## src/rtl/fifo_rr_drain_arb.sv

```systemverilog
// Round-robin drain arbiter: grants one show-ahead source FIFO at a time and
// streams up to BURST_MAX of its words onto a single valid/ready output.
module fifo_rr_drain_arb #(
    parameter int N_SRC      = 4,
    parameter int DATA_WIDTH = 32,
    parameter int BURST_MAX  = 4,
    localparam int SRC_W     = $clog2(N_SRC)
) (
    input  logic                        clk,
    input  logic                        rst_n,
    input  logic                        enable_i,
    input  logic [N_SRC-1:0]            src_empty_i,
    input  logic [N_SRC*DATA_WIDTH-1:0] src_rdata_i,
    output logic [N_SRC-1:0]            src_rden_o,
    output logic                        out_valid_o,
    input  logic                        out_ready_i,
    output logic [DATA_WIDTH-1:0]       out_data_o,
    output logic [SRC_W-1:0]            out_src_o,
    output logic                        out_last_o,
    output logic                        busy_o
);

    localparam int CNT_W = $clog2(BURST_MAX + 1);

    typedef enum logic {IDLE, GRANT} state_t;

    state_t             state_q, state_d;
    logic [SRC_W-1:0]   sel_q, sel_d;
    logic [SRC_W-1:0]   rr_ptr_q, rr_ptr_d;
    logic [CNT_W-1:0]   cnt_q, cnt_d;

    logic [DATA_WIDTH-1:0] words [N_SRC];
    logic                  found;
    logic [SRC_W-1:0]      winner;
    logic [SRC_W-1:0]      idx;
    logic [SRC_W-1:0]      sel_next;
    logic                  head_empty;
    logic                  last_hit;
    logic                  xfer;

    for (genvar k = 0; k < N_SRC; k++) begin : g_unpack
        assign words[k] = src_rdata_i[k*DATA_WIDTH +: DATA_WIDTH];
    end

    // First non-empty source at or after rr_ptr, wrapping at N_SRC.
    always_comb begin
        found  = 1'b0;
        winner = '0;
        idx    = '0;
        for (int unsigned i = 0; i < N_SRC; i++) begin
            idx = SRC_W'((32'(rr_ptr_q) + i) % N_SRC);
            if (!found && !src_empty_i[idx]) begin
                found  = 1'b1;
                winner = idx;
            end
        end
    end

    assign head_empty = src_empty_i[sel_q];
    assign last_hit   = (cnt_q == CNT_W'(BURST_MAX - 1));
    assign xfer       = out_valid_o && out_ready_i;
    assign sel_next   = (sel_q == SRC_W'(N_SRC - 1)) ? '0 : sel_q + SRC_W'(1);

    always_ff @(posedge clk or negedge rst_n) begin
        if (!rst_n) begin
            state_q  <= IDLE;
            sel_q    <= '0;
            rr_ptr_q <= '0;
            cnt_q    <= '0;
        end else begin
            state_q  <= state_d;
            sel_q    <= sel_d;
            rr_ptr_q <= rr_ptr_d;
            cnt_q    <= cnt_d;
        end
    end

    always_comb begin
        state_d  = state_q;
        sel_d    = sel_q;
        rr_ptr_d = rr_ptr_q;
        cnt_d    = cnt_q;
        unique case (state_q)
            IDLE: begin
                if (enable_i && found) begin
                    state_d = GRANT;
                    sel_d   = winner;
                    cnt_d   = '0;
                end
            end
            GRANT: begin
                if (xfer) begin
                    cnt_d = cnt_q + CNT_W'(1);
                    if (last_hit) begin
                        state_d  = IDLE;
                        rr_ptr_d = sel_next;
                    end
                end else if (head_empty) begin
                    state_d  = IDLE;
                    rr_ptr_d = sel_next;
                end
            end
            default: state_d = IDLE;
        endcase
    end

    always_comb begin
        busy_o      = (state_q == GRANT);
        out_valid_o = busy_o && !head_empty;
        out_src_o   = sel_q;
        out_data_o  = words[sel_q];
        out_last_o  = out_valid_o && last_hit;
        src_rden_o  = '0;
        if (out_valid_o && out_ready_i) begin
            src_rden_o[sel_q] = 1'b1;
        end
    end

endmodule

```

## config.mk

```make
export PLATFORM = sky130hd
export DESIGN_NAME = fifo_rr_drain_arb
export DESIGN_NICKNAME = d
export VERILOG_FILES = /design/src/rtl/fifo_rr_drain_arb.sv
export SDC_FILE = /design/constraint.sdc
export NUM_CORES = 1
export LEC_CHECK = 0
export CORE_AREA = 2 2 68 70
export CTS_CLUSTER_SIZE = 10
export DETAILED_ROUTE_END_ITERATION = 8
export DIE_AREA = 0 0 70 72
export DONT_BUFFER_PORTS = 1
export PLACE_DENSITY = 0.42
export SETUP_SLACK_MARGIN = 0.02
export SYNTH_ARGS = -nofsm -noshare
export SYNTH_HDL_FRONTEND = slang
export SYNTH_SLANG_ARGS = --single-unit
```

## constraint.sdc

```tcl
create_clock -name clk -period 2.1 [get_ports clk]
set_input_delay 0.315 -clock clk [delete_from_list [all_inputs] [get_ports clk]]
set_output_delay 0.315 -clock clk [all_outputs]
set_load 0.01 [all_outputs]
```

Yosys cells after proc, flatten, opt, wreduce, memory -nomap -nowiden
Cells that the tools add are included.
{"block": "classes", "n_addsub": 5, "muxes": 36, "order_cmp": 7, "reduce_logical": 18, "n_bitwise": 2, "eq_ne": 5}
{"op": "$bmux W32 S2", "n": 1}
{"op": "$mux W32", "n": 2}
{"op": "$mux W2", "n": 8}
{"op": "$lt A2 B3 Y1 const B", "n": 5}
{"op": "$mux W1", "n": 14}
{"op": "$bmux W1 S2", "n": 5}
{"op": "$logic_and A1 B1 Y1", "n": 8}
{"op": "$logic_not A1 Y1", "n": 6}
{"op": "$mux W3", "n": 2}
{"op": "$pmux W3 S2", "n": 1}
{"op": "$add A2 B1 Y2 const B", "n": 2}
{"op": "$add A2 B2 Y2 const B", "n": 2}
{"op": "$mux W4", "n": 1}
{"op": "$ne A2 B2 Y1 const B", "n": 2}
{"op": "$reduce_and A2 Y1", "n": 2}
{"op": "$add A3 B1 Y3 const B", "n": 1}
{"op": "$eq A3 B2 Y1 const B", "n": 1}
{"op": "$ge A3 B3 Y1 const B", "n": 1}
{"op": "$not A2 Y3", "n": 1}
{"op": "$reduce_and A3 Y1", "n": 1}
{"op": "$demux W1 S2", "n": 1}
{"op": "$eq A2 B2 Y1 const B", "n": 1}
{"op": "$ge A2 B1 Y1 const B", "n": 1}
{"op": "$ne A2 B1 Y1 const B", "n": 1}
{"op": "other kinds (3)", "n": 3}
{"block": "word_totals", "ff_bits": 8, "in_bits": 136, "out_inout_bits": 41, "wordCells": 77}

Longest topological paths before layout
Gate-level depths: netlist of run 1.
{"block": "logic_depth", "ltp_word": 15, "ltp_mapped": 6, "mapped_depth_nobuf": 6}

Worst setup path before layout of run 1
No wires, ideal clock.
{"block": "synth_path", "kind": "reg2out", "from": "register sel_q[0] (netlist: out_src_o[0])", "to": "output src_rden_o[3]", "arrival_time_ps": 1619, "stages_incl_launch_ff": 5, "n_path_buf": 1, "slack_ps": 166, "required_ps": 1785, "path_cell_list": "dfrtp_1 -> buf_6 -> mux4_2 -> nor2_2 -> and3_1"}
{"block": "synth_via", "elab_chain_cells": 6, "word_cells_on_any_way": 11, "cone_classes": "order compare: 2; mux: 5; reduce/logical: 4"}
{"element": "start, declared", "line_no": "28", "text": "logic [SRC_W-1:0] sel_q, sel_d;"}
{"element": "start signal, assigned", "line_no": "72", "text": "sel_q <= sel_d;"}
{"element": "$bmux W1 S2", "line_no": "59", "text": "assign head_empty = src_empty_i[sel_q];"}
{"element": "$mux W1 (implied by the code)", "line_no": "59"}
{"element": "$logic_not A1 Y1", "line_no": "109", "text": "out_valid_o = busy_o && !head_empty;"}
{"element": "$logic_and A1 B1 Y1", "line_no": "109"}
{"element": "via out_valid_o", "line_no": "15", "text": "output logic out_valid_o,"}
{"element": "$logic_and A1 B1 Y1", "line_no": "114", "text": "if (out_valid_o && out_ready_i) begin"}
{"element": "$mux W4", "line_no": "114"}
{"element": "end, declared", "line_no": "14", "text": "output logic [N_SRC-1:0] src_rden_o,"}
The timed path passes the listed nets, and every way through them passes these cells. The select of a mux whose other input is x is not followed.

Worst setup path after layout of run 1
{"block": "layout_path", "from": "register sel_q[0] (netlist: out_src_o[0])", "to": "output src_rden_o[3]"}
{"block": "layout_via", "elab_chain_cells": 6, "word_cells_on_any_way": 11, "cone_classes": "order compare: 2; mux: 5; reduce/logical: 4"}
{"element": "parallel branches: the longest is 5 deep, another holds $lt A2 B3 Y1"}
{"element": "$mux W4 (*)", "line_no": "114"}
Mark *: on every way between the ends. The select of a mux whose other input is x is not followed.

==> Flow_metrics.wiki, run 1 <==
{| class="wikitable"
! Metric !! Value
|-
| Total internal power || 1087 uW
|-
| Area of the mapped netlist || 1353 sq um
|-
| Outcome || complete, no violations
|-
| Chip Height || 72 um
|-
| Critical path's top delay family || multiplexers
|-
| Register clock-pin slew on the reported worst setup and hold paths || 0.04 ns
|-
| Share of post-route cells with drive strength above 1 || 42.99%
|-
| Final non-filler cell area || 1470 sq um
|-
| Clk network pwr share || 9.3%
|-
| Cell Pwr Density || 1382 nW/um^2
|-
| Gate count of the mapped netlist || 105
|-
| Crit path capture || src_rden_o[3]
|-
| Final TNS setup || 0 ns
|-
| Post-placement cell area || 1413 sq um
|-
| Die X-Extent || 70 um
|-
| Wirelength, routed || 5339 um
|-
| Vias per Instance || 6.800
|-
| Final worst path period share || 91.38%
|-
| Pre-CTS setup slack || 0.4282 ns
|-
| Number of endpoints with negative hold slack in the final report || 0
|-
| CTS tree || built
|-
| Sinks on Clock Net || 8
|-
| Portion of total power attributed to combinational logic || 75.3%
|-
| Number of max-cap violations || 0
|-
| Number of pins with negative max-slew slack in the final report || 0
|-
| Synthesized area per cell || 12.88 sq um
|-
| Worst max-slew margin expressed relative to the limit || 61.96%
|-
| Number of standard-cell rows in the floorplan || 24
|-
| Count of vias placed by the detailed router || 1088
|-
| Grt total ovfl || 0
|-
| Beginning of the critical path || out_src_o[0]
|-
| Setup violators final || 0
|-
| Slew at the pin closest to its max-slew limit || 0.5668 ns
|-
| Max FO, Critical Path || 4
|-
| Final worst-path setup slack || 0.1809 ns
|-
| Synth Flop Type || dfrtp_1
|-
| Number of library cell types mapped by synthesis || 25
|-
| Worst Setup Path Type || reg -> out
|-
| Global placement routability congestion || 1.052
|-
| Final routed wire length divided by cell count || 33.37 um
|-
| CTS Root Cell || clkbuf_8
|-
| Hold Path Cell Cnt || 2
|-
| Class of the worst hold path || in -> reg
|-
| Number of global-route vias before repair || 1169
|-
| Net Count, Synth || 247
|-
| Worst endpoint required time || 1.78 ns
|-
| Arrival @ worst endpoint || 1.60 ns
|-
| Remaining number of nets flagged by the antenna check after routing || 0
|-
| Global-route wire length before repair || 7734 um
|-
| Synthesis-to-layout area growth || 8.696%
|-
| Max Buffers Root-to-Sink || 2
|-
| Starting Density || 31.72%
|-
| Floorplan Core Area || 4264 sq um
|-
| Power share of the sequential group || 15.4%
|-
| Critical path endpoint category || output port
|-
| Number of DRC markers after the initial detailed-route iteration || 34
|-
| Die area || 5040 sq um
|-
| Unrepaired setup endpoints after global routing || false
|-
| Leakage component of the power || 0.0005244 uW
|-
| Port Buffers || 0
|-
| NetSw || 945.5 uW
|-
| Tot GR Track Use || 20.58%
|-
| Total I/O pin count || 177
|-
| Pin count of the biggest net entering global routing || 29
|-
| Total clock buffers created by CTS || 3
|-
| Buffering stage count on the worst path with inverters included || 0
|-
| Post-route minimum period || 1.919 ns
|-
| Post-synthesis register bit count || 8
|-
| Reg-to-Reg Start || out_src_o[1]
|-
| Worst clock skew on the final layout || 0.005894 ns
|-
| Worst R2R Path Depth || 5
|-
| Total number of cells along the worst setup path || 3
|-
| Number of enable flip-flop cells after synthesis || 0
|-
| Number of iterations in the first detailed-routing pass || 4
|-
| Reg-to-reg slack, setup || 0.53 ns
|-
| Switching portion of total power || 46.53%
|-
| Number of H-tree levels || 1
|-
| Share of synthesized area occupied by flip-flops and latches || 14.80%
|-
| Cell Chain, Critical Path || mux4_2 > nor2_2 > and3_1
|-
| IR Drop Worst-Case VDD || 0.0006952 V
|-
| Startpoint kind of the worst setup timing path || flop
|-
| Synthesis warning total || 0
|-
| Slowest stage cell on the critical path || mux4_2
|-
| Antenna violations before repair || 0
|-
| Nets || 250
|-
| Ys async rst share || 100.0%
|-
| Start point of the worst hold path || src_empty_i[1]
|-
| Number of remaining DRC errors || 0
|-
| Upper clock frequency limit || 521.1 MHz
|-
| Biggest cell delay along the critical path || 0.60 ns
|-
| Worst reg2reg path endpoint || rr_ptr_q[0]
|-
| Half-perimeter wire length after detailed placement || 4909 um
|-
| Clk_lat worst skew || 0.23 ns
|}
-- layout by cell type, fill, tap and decap left out, types with 2 or more instances in the layout --
cell type and n:
dfrtp_1 7, a21oi_2 2, clkbuf_8 3, nand2_1 14, nor2b_1 3, mux2i_1 3
ha_1 6, and2_1 4, inv_1 4, o21ai_0 7, o21ai_1 2, mux4_2 33
buf_4 5, and3_1 2
-- routing by layer --
metal  vias up  track usage [%]  part of all wire, %
met5         -                0                    0
met4         0            3.205                 0.24
met3         2            3.750                  9.2
met2        85            34.07                   51
met1       561            29.11                   40
li1        440                -                    -
-- cell usage after synthesis (all sizes together) (2+ instances only) --
master	number	area, sq um
mux4	33	743.2
o21ai	9	45.04
mux2i	3	30.03
buf	7	40.03
nor2	3	30.03
and2	4	25.02
nand2	14	52.55
inv	4	15.01
a21oi	3	22.52
ha	6	75.07
dfrtp	8	200.2
nor2b	3	18.77
and3	2	12.51
-- state kept, by name, indices dropped and copies added (netlist names) --
name	flops
cnt_q	3
out_src_o	2
rr_ptr_q	2
busy_o	1
-- cell type report --
cell class                      instances  area (sq um)
Fill cell                             431          2794
Multi-Input combinational cell         85          1094
Sequential cell                         8         201.4
Tap cell                               52         65.06
Timing Repair Buffer                    6         47.55
Clock buffer                            4         45.04
Inverter                                4         15.01
Antenna cell                            1         2.502
-- stage by stage --
| stage | cells | hold slack, ns | util, % | total power (uW) |
|---|---|---|---|---|
| 2_1_floorplan | 105 | 0.01941 | - | 1639 |
| 3_3_place_gp | 154 | 0.01968 | 33.13 | 1829 |
| 3_5_place_dp | 154 | 0.01966 | 33.13 | 1865 |
| 4_1_cts | 159 | 0.3224 | 34.42 | 2064 |
| 5_1_grt | 159 | 0.3430 | 34.42 | 2202 |
| 6_report | 160 | 0.3230 | 34.48 | 2032 |
-- how the worst min path moves through the flow --
stage                   endpoint  slack, ns
finish              out_src_o[0]       0.32
detailed placement        busy_o       0.02
global route        out_src_o[0]       0.34
floorplan                 busy_o       0.02
global placement        cnt_q[2]       0.02
CTS                 out_src_o[0]       0.32
-- cells by family after synthesis --
logic type | share of synthesized area, %
flip-flops | 14.80
buffers and inverters | 4.347
AND/OR/NAND/NOR | 10.64
AO/OA/AOI/OAI | 7.493
multiplexers | 57.17
adder cells (fa/ha/maj) | 5.550
-- worst register-to-register path, stage by stage, from the launching register on --
cell and delay, ns:
dfrtp_1 0.37, buf_4 0.36, mux2i_1 0.33, a211oi_1 0.12, a31oi_1 0.16, o21ai_0 0.09
-- power by group through the flow --
stage	combinational, uW	sequential, uW	clock [uW]
2_1_floorplan	1340	303	0
3_3_place_gp	1520	310	0
3_5_place_dp	1550	316	0
4_1_cts	1560	313	194
5_1_grt	1670	330	206
6_report	1530	313	189
-- what timing repair did --
| item | CTS | global route |
|---|---|---|
| setup buffers | 0 | 0 |
| resized for setup | 0 | 0 |
| hold buffers | 1 | 0 |
| setup endpoints to repair | 0 | 0 |
| hold endpoints to repair | 8 | 0 |
Note: power is estimated with default switching activity, not from simulation.
==> inputs of run 2 (changes only) <==
GPL_ROUTABILITY_DRIVEN = 0   (was default)
==> run 2 against run 1 <==
First-iteration DRC count up 2.9%. Maximum frequency down 0.18%. Core utilization down 0.059 points. Wire length down 0.62%. Non-clock buffer count unchanged. Via count up 3.5%. Combinational power about the same. Largest power group unchanged. Worst setup slack worse by 0.0035 ns. Total power about the same.
==> Flow_metrics.wiki, run 2 (same netlist as run 1, synthesis figures left out) <==
{| class="wikitable"
! Metric !! Value
|-
| Beginning of the critical path || out_src_o[0]
|-
| Most common library cell in the layout ignoring fill and taps || mux4_2
|-
| Final routed wire length divided by cell count || 33.37 um
|-
| Diodes inserted || 0
|-
| Synthesis-to-layout area growth || 8.511%
|-
| Critical path's top delay family || multiplexers
|-
| Number of H-tree levels || 1
|-
| Final TNS setup || 0 ns
|-
| Max Buffers Root-to-Sink || 2
|-
| Startpoint kind of the worst setup timing path || flop
|-
| Pin count of the biggest net entering global routing || 21
|-
| IR Drop Worst-Case VDD || 0.0008106 V
|-
| Floorplan Core Area || 4264 sq um
|-
| Global-route wire length before repair || 7534 um
|-
| Cell Pwr Density || 1385 nW/um^2
|-
| Count of vias placed by the detailed router || 1126
|-
| CTS Root Cell || clkbuf_8
|-
| Number of fill cells in the layout || 435
|-
| Most frequent cells in the layout || mux4_2, nand2_1, o21ai_0, dfrtp_1, ha_1
|-
| Arrival @ worst endpoint || 1.61 ns
|-
| Leakage component of the power || 0.0005244 uW
|-
| Grt total ovfl || 0
|-
| Start point of the worst hold path || src_empty_i[1]
|-
| Worst Setup Path Type || reg -> out
|-
| Critical path endpoint category || output port
|-
| Die area || 5040 sq um
|-
| Number of gates resized after cts || 0
|-
| PnR Total Power || 2033 uW
|-
| Max FO, Critical Path || 4
|-
| Wirelength, routed || 5306 um
|-
| Upper clock frequency limit || 520.1 MHz
|-
| Number of max-cap violations || 0
|-
| Reg-to-Reg Start || out_src_o[0]
|-
| Tot GR Track Use || 20.27%
|-
| CTS tree || built
|-
| Number of global-route vias before repair || 1132
|-
| Setup violators final || 0
|-
| Sinks on Clock Net || 8
|-
| Half-perimeter wire length after detailed placement || 4790 um
|-
| Remaining number of nets flagged by the antenna check after routing || 0
|-
| Number of pins with negative max-slew slack in the final report || 0
|-
| Slew at the pin closest to its max-slew limit || 0.5219 ns
|-
| Outcome || complete, no violations
|-
| Flip-flop count of the largest register after layout || 3
|-
| Final worst path period share || 91.55%
|-
| Hold buffer count at CTS || 1
|-
| Die X-Extent || 70 um
|-
| Number of DRC markers after the initial detailed-route iteration || 35
|-
| Largest register by flop count || cnt_q
|-
| Chip Height || 72 um
|-
| Register clock-pin slew on the reported worst setup and hold paths || 0.04 ns
|-
| Nets || 250
|-
| Port Buffers || 0
|-
| Slowest stage cell on the critical path || mux4_2
|-
| Antenna violations before repair || 2
|-
| Worst clock skew on the final layout || 0.004512 ns
|-
| Number of standard-cell rows in the floorplan || 24
|-
| Buffers inserted during post-CTS setup optimization || 0
|-
| Vias per Instance || 7.082
|-
| Buffering stage count on the worst path with inverters included || 0
|-
| Class of the worst hold path || in -> reg
|-
| Biggest cell delay along the critical path || 0.60 ns
|-
| Share of post-route cells with drive strength above 1 || 42.99%
|-
| Number of iterations in the first detailed-routing pass || 4
|-
| Worst max-slew margin expressed relative to the limit || 64.97%
|-
| Total I/O pin count || 177
|-
| Total clock buffers created by CTS || 3
|-
| Post-route minimum period || 1.923 ns
|-
| Starting Density || 31.72%
|-
| Number of remaining DRC errors || 0
|-
| Worst endpoint required time || 1.78 ns
|-
| Number of endpoints with negative hold slack in the final report || 0
|-
| Cell Chain, Critical Path || mux4_2 > nor2_2 > and3_1
|-
| Clk_lat worst skew || 0.23 ns
|-
| Final hold slack || 0.3278 ns
|-
| Non-filler cells, final || 159
|-
| Unrepaired setup endpoints after global routing || false
|-
| Number of cells after detailed placement || 154
|}
==> run 2: power by group <==
part	internal, uW	switching [uW]	leakage [uW]
clock	132	63.5	0.0000228
combinational	723	804	0.000402
sequential	231	79.4	0.0000996
==> run 2: cell type report <==
cell class / instances / area (sq um) / area share (%)
Tap cell: 52 / 65.06 / 4.433
Multi-Input combinational cell: 85 / 1094 / 74.51
Inverter: 4 / 15.01 / 1.023
Timing Repair Buffer: 6 / 47.55 / 3.240
Sequential cell: 8 / 201.4 / 13.73
Clock buffer: 4 / 45.04 / 3.069
==> run 2: path summary, 6_finish.rpt <==
path,endpoint,slack [ns],depth (start not counted)
hold / removal,out_src_o[0],0.33,2
hold reg to reg,cnt_q[0],0.51,1
setup / recovery,src_rden_o[3],0.18,3
setup reg to reg,cnt_q[0],0.63,3
max in group asynchronous,out_src_o[0],1.38,1
min in group asynchronous,busy_o,0.43,1
==> run 2: metrics by stage <==
| step | instance area (sq um) | util, % | setup slack (ns) |
|---|---|---|---|
| floorplan | 1353 | - | 0.1662 |
| global placement | 1413 | 33.13 | 0.4332 |
| detailed placement | 1413 | 33.13 | 0.4195 |
| CTS | 1468 | 34.42 | 0.1683 |
| global route | 1468 | 34.42 | 0.1096 |
| finish | 1468 | 34.42 | 0.1774 |
==> run 2: per-layer routing <==
metal  vias up  wire length, um  GRT usage, %
met4         4               41         3.846
met2        94             2632         32.80
met3         9              553         6.667
met5         -               23             0
met1       578             2054         27.10
li1        441                -             -
==> inputs of run 3 (changes only) <==
ABC_CLOCK_PERIOD_IN_PS = 2100   (was default)
HOLD_SLACK_MARGIN = 0.12   (was default)
==> results of run 3 <==
Same layout as run 2: the final DEF is identical, and so are final timing and power.
